--- config.mk ---
export PLATFORM = sky130hd
export DESIGN_NAME = mash111_ncl
export DESIGN_NICKNAME = d
export VERILOG_FILES = /design/src/rtl/mash111_ncl_pkg.sv /design/src/rtl/mash111_ncl_diff.sv /design/src/rtl/mash111_ncl.sv
export SDC_FILE = /design/constraint.sdc
export NUM_CORES = 1
export LEC_CHECK = 0
export ABC_AREA = 1
export CORE_MARGIN = 2
export CORE_UTILIZATION = 55
export CTS_BUF_LIST = sky130_fd_sc_hd__clkbuf_2 sky130_fd_sc_hd__clkbuf_4 sky130_fd_sc_hd__clkbuf_8
export DETAILED_ROUTE_END_ITERATION = 16
export PLACE_DENSITY = 0.78
export SLEW_MARGIN = 20
export SYNTH_ARGS = -nofsm -noshare
export SYNTH_HDL_FRONTEND = slang
export SYNTH_SLANG_ARGS = --single-unit
export TNS_END_PERCENT = 20
--- constraint.sdc ---
create_clock -name clk -period 2.4 [get_ports clk]
set_input_delay 0.24 -clock clk [delete_from_list [all_inputs] [get_ports clk]]
set_output_delay 0.24 -clock clk [all_outputs]
set_load 0.005 [all_outputs]
--- src/rtl/mash111_ncl_pkg.sv ---
// Shared types, constants and helpers for the MASH 1-1-1 noise-cancellation stage.
// Optional feature macro: NCL_DITHER_EN (LFSR dither source for the stage-1 LSB).
package mash111_ncl_pkg;

    // Cancellation output: 4-bit signed, spans -3..+4.
    localparam int unsigned Y_W = 4;
    typedef logic signed [Y_W-1:0] ncl_y_t;
    localparam int Y_MIN = -3;
    localparam int Y_MAX = 4;

    // Dither LFSR: x^15 + x^14 + 1, Fibonacci form.
    localparam int unsigned            LFSR_W    = 15;
    localparam logic [LFSR_W-1:0]      LFSR_TAPS = 15'h6000;
    localparam logic [LFSR_W-1:0]      LFSR_SEED = 15'h0001;

    // Clamp a signed value into [lo, hi].
    function automatic int sat_clamp(input int v, input int lo, input int hi);
        int r;
        r = v;
        if (v < lo) begin
            r = lo;
        end else if (v > hi) begin
            r = hi;
        end
        return r;
    endfunction

    // One shift of the Fibonacci LFSR; feedback enters at bit 0.
    function automatic logic [LFSR_W-1:0] lfsr_step(input logic [LFSR_W-1:0] s);
        return {s[LFSR_W-2:0], ^(s & LFSR_TAPS)};
    endfunction

endpackage

--- src/rtl/mash111_ncl_diff.sv ---
// Carry history, MASH 1-1-1 cancellation network and the registered correction y_r.
module mash111_ncl_diff
    import mash111_ncl_pkg::*;
(
    input  logic   clk,
    input  logic   rst_n,
    input  logic   en_i,
    input  logic   c1_i,
    input  logic   c2_i,
    input  logic   c3_i,
    output ncl_y_t y_r_o
);

    logic   r_c1_d1;
    logic   r_c1_d2;
    logic   r_c2_d1;
    logic   r_c2_d2;
    logic   r_c3_d1;
    logic   r_c3_d2;
    ncl_y_t r_y;
    ncl_y_t w_y;

    // y = c1[n-2] + (c2[n-1] - c2[n-2]) + (c3[n] - 2*c3[n-1] + c3[n-2]); modulo-16 math is exact here.
    always_comb begin
        w_y = ncl_y_t'({3'b000, r_c1_d2}
                     + {3'b000, r_c2_d1}
                     - {3'b000, r_c2_d2}
                     + {3'b000, c3_i}
                     - {2'b00, r_c3_d1, 1'b0}
                     + {3'b000, r_c3_d2});
    end

    // History shift and first pipeline stage; everything freezes while en_i is low.
    always_ff @(posedge clk or negedge rst_n) begin
        if (!rst_n) begin
            r_c1_d1 <= 1'b0;
            r_c1_d2 <= 1'b0;
            r_c2_d1 <= 1'b0;
            r_c2_d2 <= 1'b0;
            r_c3_d1 <= 1'b0;
            r_c3_d2 <= 1'b0;
            r_y     <= '0;
        end else if (en_i) begin
            r_c1_d1 <= c1_i;
            r_c1_d2 <= r_c1_d1;
            r_c2_d1 <= c2_i;
            r_c2_d2 <= r_c2_d1;
            r_c3_d1 <= c3_i;
            r_c3_d2 <= r_c3_d1;
            r_y     <= w_y;
        end
    end

    assign y_r_o = r_y;

endmodule

--- src/rtl/mash111_ncl.sv ---
// MASH 1-1-1 noise cancellation plus saturated divide-ratio register and integer-word load handshake.
// Optional feature macro: NCL_DITHER_EN (when undefined, dither_o is tied low).
module mash111_ncl
    import mash111_ncl_pkg::*;
#(
    parameter int unsigned INT_W   = 8,
    parameter int unsigned INT_RST = 32,
    parameter int unsigned DIV_MIN = 8,
    parameter int unsigned DIV_MAX = 255
) (
    input  logic             clk,
    input  logic             rst_n,
    input  logic             en_i,
    input  logic             c1_i,
    input  logic             c2_i,
    input  logic             c3_i,
    input  logic [INT_W-1:0] int_i,
    input  logic             int_load_i,
    output logic             int_ack_o,
    output logic [INT_W-1:0] div_o,
    output logic             div_vld_o,
    output logic             sat_o,
    output logic             sat_sticky_o,
    output logic             dither_o
);

    // Two guard bits keep int + y exact over 0..2^INT_W-1 plus -3..+4.
    localparam int unsigned SUM_W = INT_W + 2;

    ncl_y_t                  w_y_r;
    logic [SUM_W-1:0]        w_sum_u;
    logic signed [SUM_W-1:0] w_sum;
    int                      w_sum_i;
    logic                    w_capture;
    logic                    w_clamp;

    logic [INT_W-1:0]        r_int_active;
    logic                    r_ack;
    logic [INT_W-1:0]        r_div;
    logic                    r_vld;
    logic                    r_sat;
    logic                    r_sticky;

    mash111_ncl_diff u_diff (
        .clk   (clk),
        .rst_n (rst_n),
        .en_i  (en_i),
        .c1_i  (c1_i),
        .c2_i  (c2_i),
        .c3_i  (c3_i),
        .y_r_o (w_y_r)
    );

    // Unclamped ratio and clamp detection; a pending ack blocks a fresh capture.
    always_comb begin
        w_sum_u   = {2'b00, r_int_active} + {{(SUM_W-Y_W){w_y_r[Y_W-1]}}, w_y_r};
        w_sum     = $signed(w_sum_u);
        w_sum_i   = 32'(w_sum);
        w_clamp   = (w_sum_i < int'(DIV_MIN)) || (w_sum_i > int'(DIV_MAX));
        w_capture = int_load_i && !r_ack;
    end

    // Integer word capture and single-cycle acknowledge, independent of en_i.
    always_ff @(posedge clk or negedge rst_n) begin
        if (!rst_n) begin
            r_int_active <= INT_W'(INT_RST);
            r_ack        <= 1'b0;
        end else begin
            r_ack <= w_capture;
            if (w_capture) begin
                r_int_active <= int_i;
            end
        end
    end

    // Second pipeline stage: clamped divide ratio with valid and saturation flags.
    always_ff @(posedge clk or negedge rst_n) begin
        if (!rst_n) begin
            r_div <= INT_W'(INT_RST);
            r_vld <= 1'b0;
            r_sat <= 1'b0;
        end else if (en_i) begin
            r_div <= INT_W'(sat_clamp(w_sum_i, int'(DIV_MIN), int'(DIV_MAX)));
            r_vld <= 1'b1;
            r_sat <= w_clamp;
        end else begin
            r_vld <= 1'b0;
            r_sat <= 1'b0;
        end
    end

    // Sticky clamp flag; a capture in the same cycle wins over a new clamp.
    always_ff @(posedge clk or negedge rst_n) begin
        if (!rst_n) begin
            r_sticky <= 1'b0;
        end else if (w_capture) begin
            r_sticky <= 1'b0;
        end else if (en_i && w_clamp) begin
            r_sticky <= 1'b1;
        end
    end

`ifdef NCL_DITHER_EN
    logic [LFSR_W-1:0] r_lfsr;

    // Free-running dither LFSR, advancing with the modulator cascade.
    always_ff @(posedge clk or negedge rst_n) begin
        if (!rst_n) begin
            r_lfsr <= LFSR_SEED;
        end else if (en_i) begin
            r_lfsr <= lfsr_step(r_lfsr);
        end
    end

    assign dither_o = r_lfsr[0];
`else
    assign dither_o = 1'b0;
`endif

    assign int_ack_o    = r_ack;
    assign div_o        = r_div;
    assign div_vld_o    = r_vld;
    assign sat_o        = r_sat;
    assign sat_sticky_o = r_sticky;

endmodule

==> results.json <==
{
  "ctsResizeCount": 0,
  "critical_path_class": "register to register",
  "num_io_pins": 28,
  "finalPower_uw": 1924,
  "ys_warn_count": 0,
  "synth_area_um2": 1847,
  "wl_per_cell_um": 11.16,
  "dp_hpwl_um": 2820,
  "dr.pass1.iters": 4,
  "skew_ns": 0.01119,
  "grt.total_usage": 0.2132,
  "gp_congestion": 0.9120,
  "p_leak_uw": 0.001207,
  "fmaxAchievable_mhz": 464.1,
  "final_util": 0.6773,
  "min_path_type": "input pin to asynchronous set/reset pin",
  "powerDensity_nw_per_um2": 865.0,
  "totalWireLength_um": 3528,
  "outcome": "complete, no violations",
  "gr-total-overflow": 0,
  "timing.final.crit_share": 0.8978,
  "initial_core_util": 0.5623,
  "synth_area_leaders": "dfrtp_1 38%, nand2_1 16%, ha_1 8.8%, inv_1 7.5%, nand3_1 4.3%",
  "final_common_cell": "nand2_1",
  "clk_path_buf_depth": 2,
  "path_cells": "ha_1, inv_1, fa_1, inv_1, nand3_1, nand2_2, nand2_1, nand2_2, nand2_2, nor2_2, nand3_2, nand2_2, nand2_4, nand3_1, nand2_1",
  "root_buffer": "clkbuf_4",
  "rsz0062_at_grt": "no",
  "drt_iter0_markers": 78,
  "drtAntennaViolNets": 0,
  "clkSinkCount": 30,
  "drv_cap": 0,
  "syn_nets": 269,
  "critPathCaptureType": "register",
  "core-area_um2": 3284,
  "grt_pass1_vias": 1445,
  "drive_gt1_frac": 0.1370,
  "vias": 1529,
  "cts_hold_buffers": 0,
  "tns_ns": 0,
  "critical_path_arrival_ns": 2.40,
  "fin_crit_ns": 2.155,
  "setup_slack_ns": 0.2453,
  "cts.clk_slew.worst_paths_ns": 0.10,
  "n_antenna_cell": 0,
  "synth.top_cell.area_share": 0.3794,
  "synth_cell_types": 22,
  "place_inst": 308,
  "portBuffers": 26,
  "stdcell_count": 316,
  "cp_max_fo": 7,
  "die_h_um": 61.95,
  "grt_max_degree": 31,
  "start_kind": "register",
  "critical_path_buf_inv_count": 2,
  "drc": 0,
  "pre_cts_ws_ns": 0.1634,
  "grt_pass1_wl_um": 5906,
  "row_count": 21,
  "layout.nets": 300,
  "die_w_um": 61.95,
  "setup_viol": 0,
  "slowest_delay_ns": 0.40,
  "post_cts_buffers": 0,
  "final_cell_mix": "80 x nand2_1, 37 x inv_1, 28 x dfrtp_1, 26 x clkdlybuf4s50_1, 16 x nand3_1",
  "clock_insertion_delay_worst_skew_ns": 0.34,
  "cts-buffers-inserted": 5,
  "synth_area_per_cell_um2": 7.760,
  "slew_violations": 0,
  "cts_tree": "built",
  "ys_ff_latch": 30,
  "area_growth_pct": 20.46,
  "irDropWorstVdd_uv": 491.3,
  "via_per_inst": 4.839,
  "cp_common_cell": "nand2_2",
  "slowest_stage": "fa_1",
  "syn-instance-count": 238,
  "antenna_found_initial": 0,
  "synth_area_leader_cell": "dfrtp_1",
  "finalHoldViolCount": 0,
  "required_ns": 2.64,
  "ys_seq_area_frac": 0.4079,
  "crit_family": "simple AND/OR/NAND/NOR gates",
  "htreeDepth": 2,
  "dieArea_um2": 3837
}
## cell type report
type / instances / area (um2)
fill: 315 / 1060
inverter: 39 / 146.4
multi-input combinational: 164 / 920.9
clock inverter: 1 / 5.005
sequential: 30 / 753.2
tap: 46 / 57.56
clock buffer: 7 / 58.81
timing repair buffer: 29 / 282.8
## cell usage after synthesis, drive strengths merged
cell and instances:
nor2 8, nand2 94, fa 3, nand3b 1, clkbuf 3, dfrtp 28
o21ai 13, nor3 1, a21oi 5, nand3 21, inv 39, nand4 4
ha 13, buf 2, dfstp 2, conb 1
## metrics by stage
stage	hold slack, ns	area (um2)
after global routing	0.3300	2225
after CTS	0.2995	2225
final	0.2651	2225
after floorplan	-0.05559	1847
after detailed placement	0.4590	2161
after global placement	0.4608	2161
## where the power goes
| part | switching [uW] | internal, uW |
|---|---|---|
| registers | 70.6 | 636 |
| clock network | 178 | 153 |
| logic | 489 | 398 |
## worst reg2reg max path: cells and delay by family (launching register included)
| kind | cells | cell delay, ns |
|---|---|---|
| AND/OR/NAND/NOR | 11 | 0.89 |
| adder cells (fa/ha/maj) | 2 | 0.60 |
| flip-flops | 1 | 0.37 |
| buffers and inverters | 2 | 0.19 |
## per-layer routing
metal / routed length (um) / vias up / global-route usage / share of wire
met1: 1570 / 705 / 0.2652 / 0.45
met5: 0 / - / 0 / 0
li1: - / 797 / - / -
met3: 83 / 10 / 0.03934 / 0.024
met2: 1777 / 17 / 0.3467 / 0.50
met4: 96 / 0 / 0.1216 / 0.027
## cell families (layout without fill, tap and decap cells)
family | count (synthesis) | after routing | share of synthesized area
AND/OR/NAND/NOR | 129 | 129 | 0.3252
buffers and inverters | 44 | 76 | 0.09349
flip-flops | 30 | 30 | 0.4079
AO/OA/AOI/OAI | 18 | 18 | 0.05081
adder cells (fa/ha/maj) | 16 | 16 | 0.1206
other | 1 | 1 | 0.002031
## worst paths after layout
check | start | to | cells after the start | slack (ns)
hold / removal | rst_n | div_o[7] | 2 | 0.27
min in group clk | int_i[5] | r_int_active[5] | 3 | 0.41
setup / recovery | u_diff.y_r_o[0] | div_o[4] | 15 | 0.25
hold reg to reg | r_int_active[5] | r_int_active[5] | 2 | 0.47
max in group asynchronous | rst_n | r_int_active[5] | 2 | 1.80
setup reg to reg | u_diff.y_r_o[0] | div_o[4] | 15 | 0.25
No activity file was read; power rests on OpenSTA's default activity.
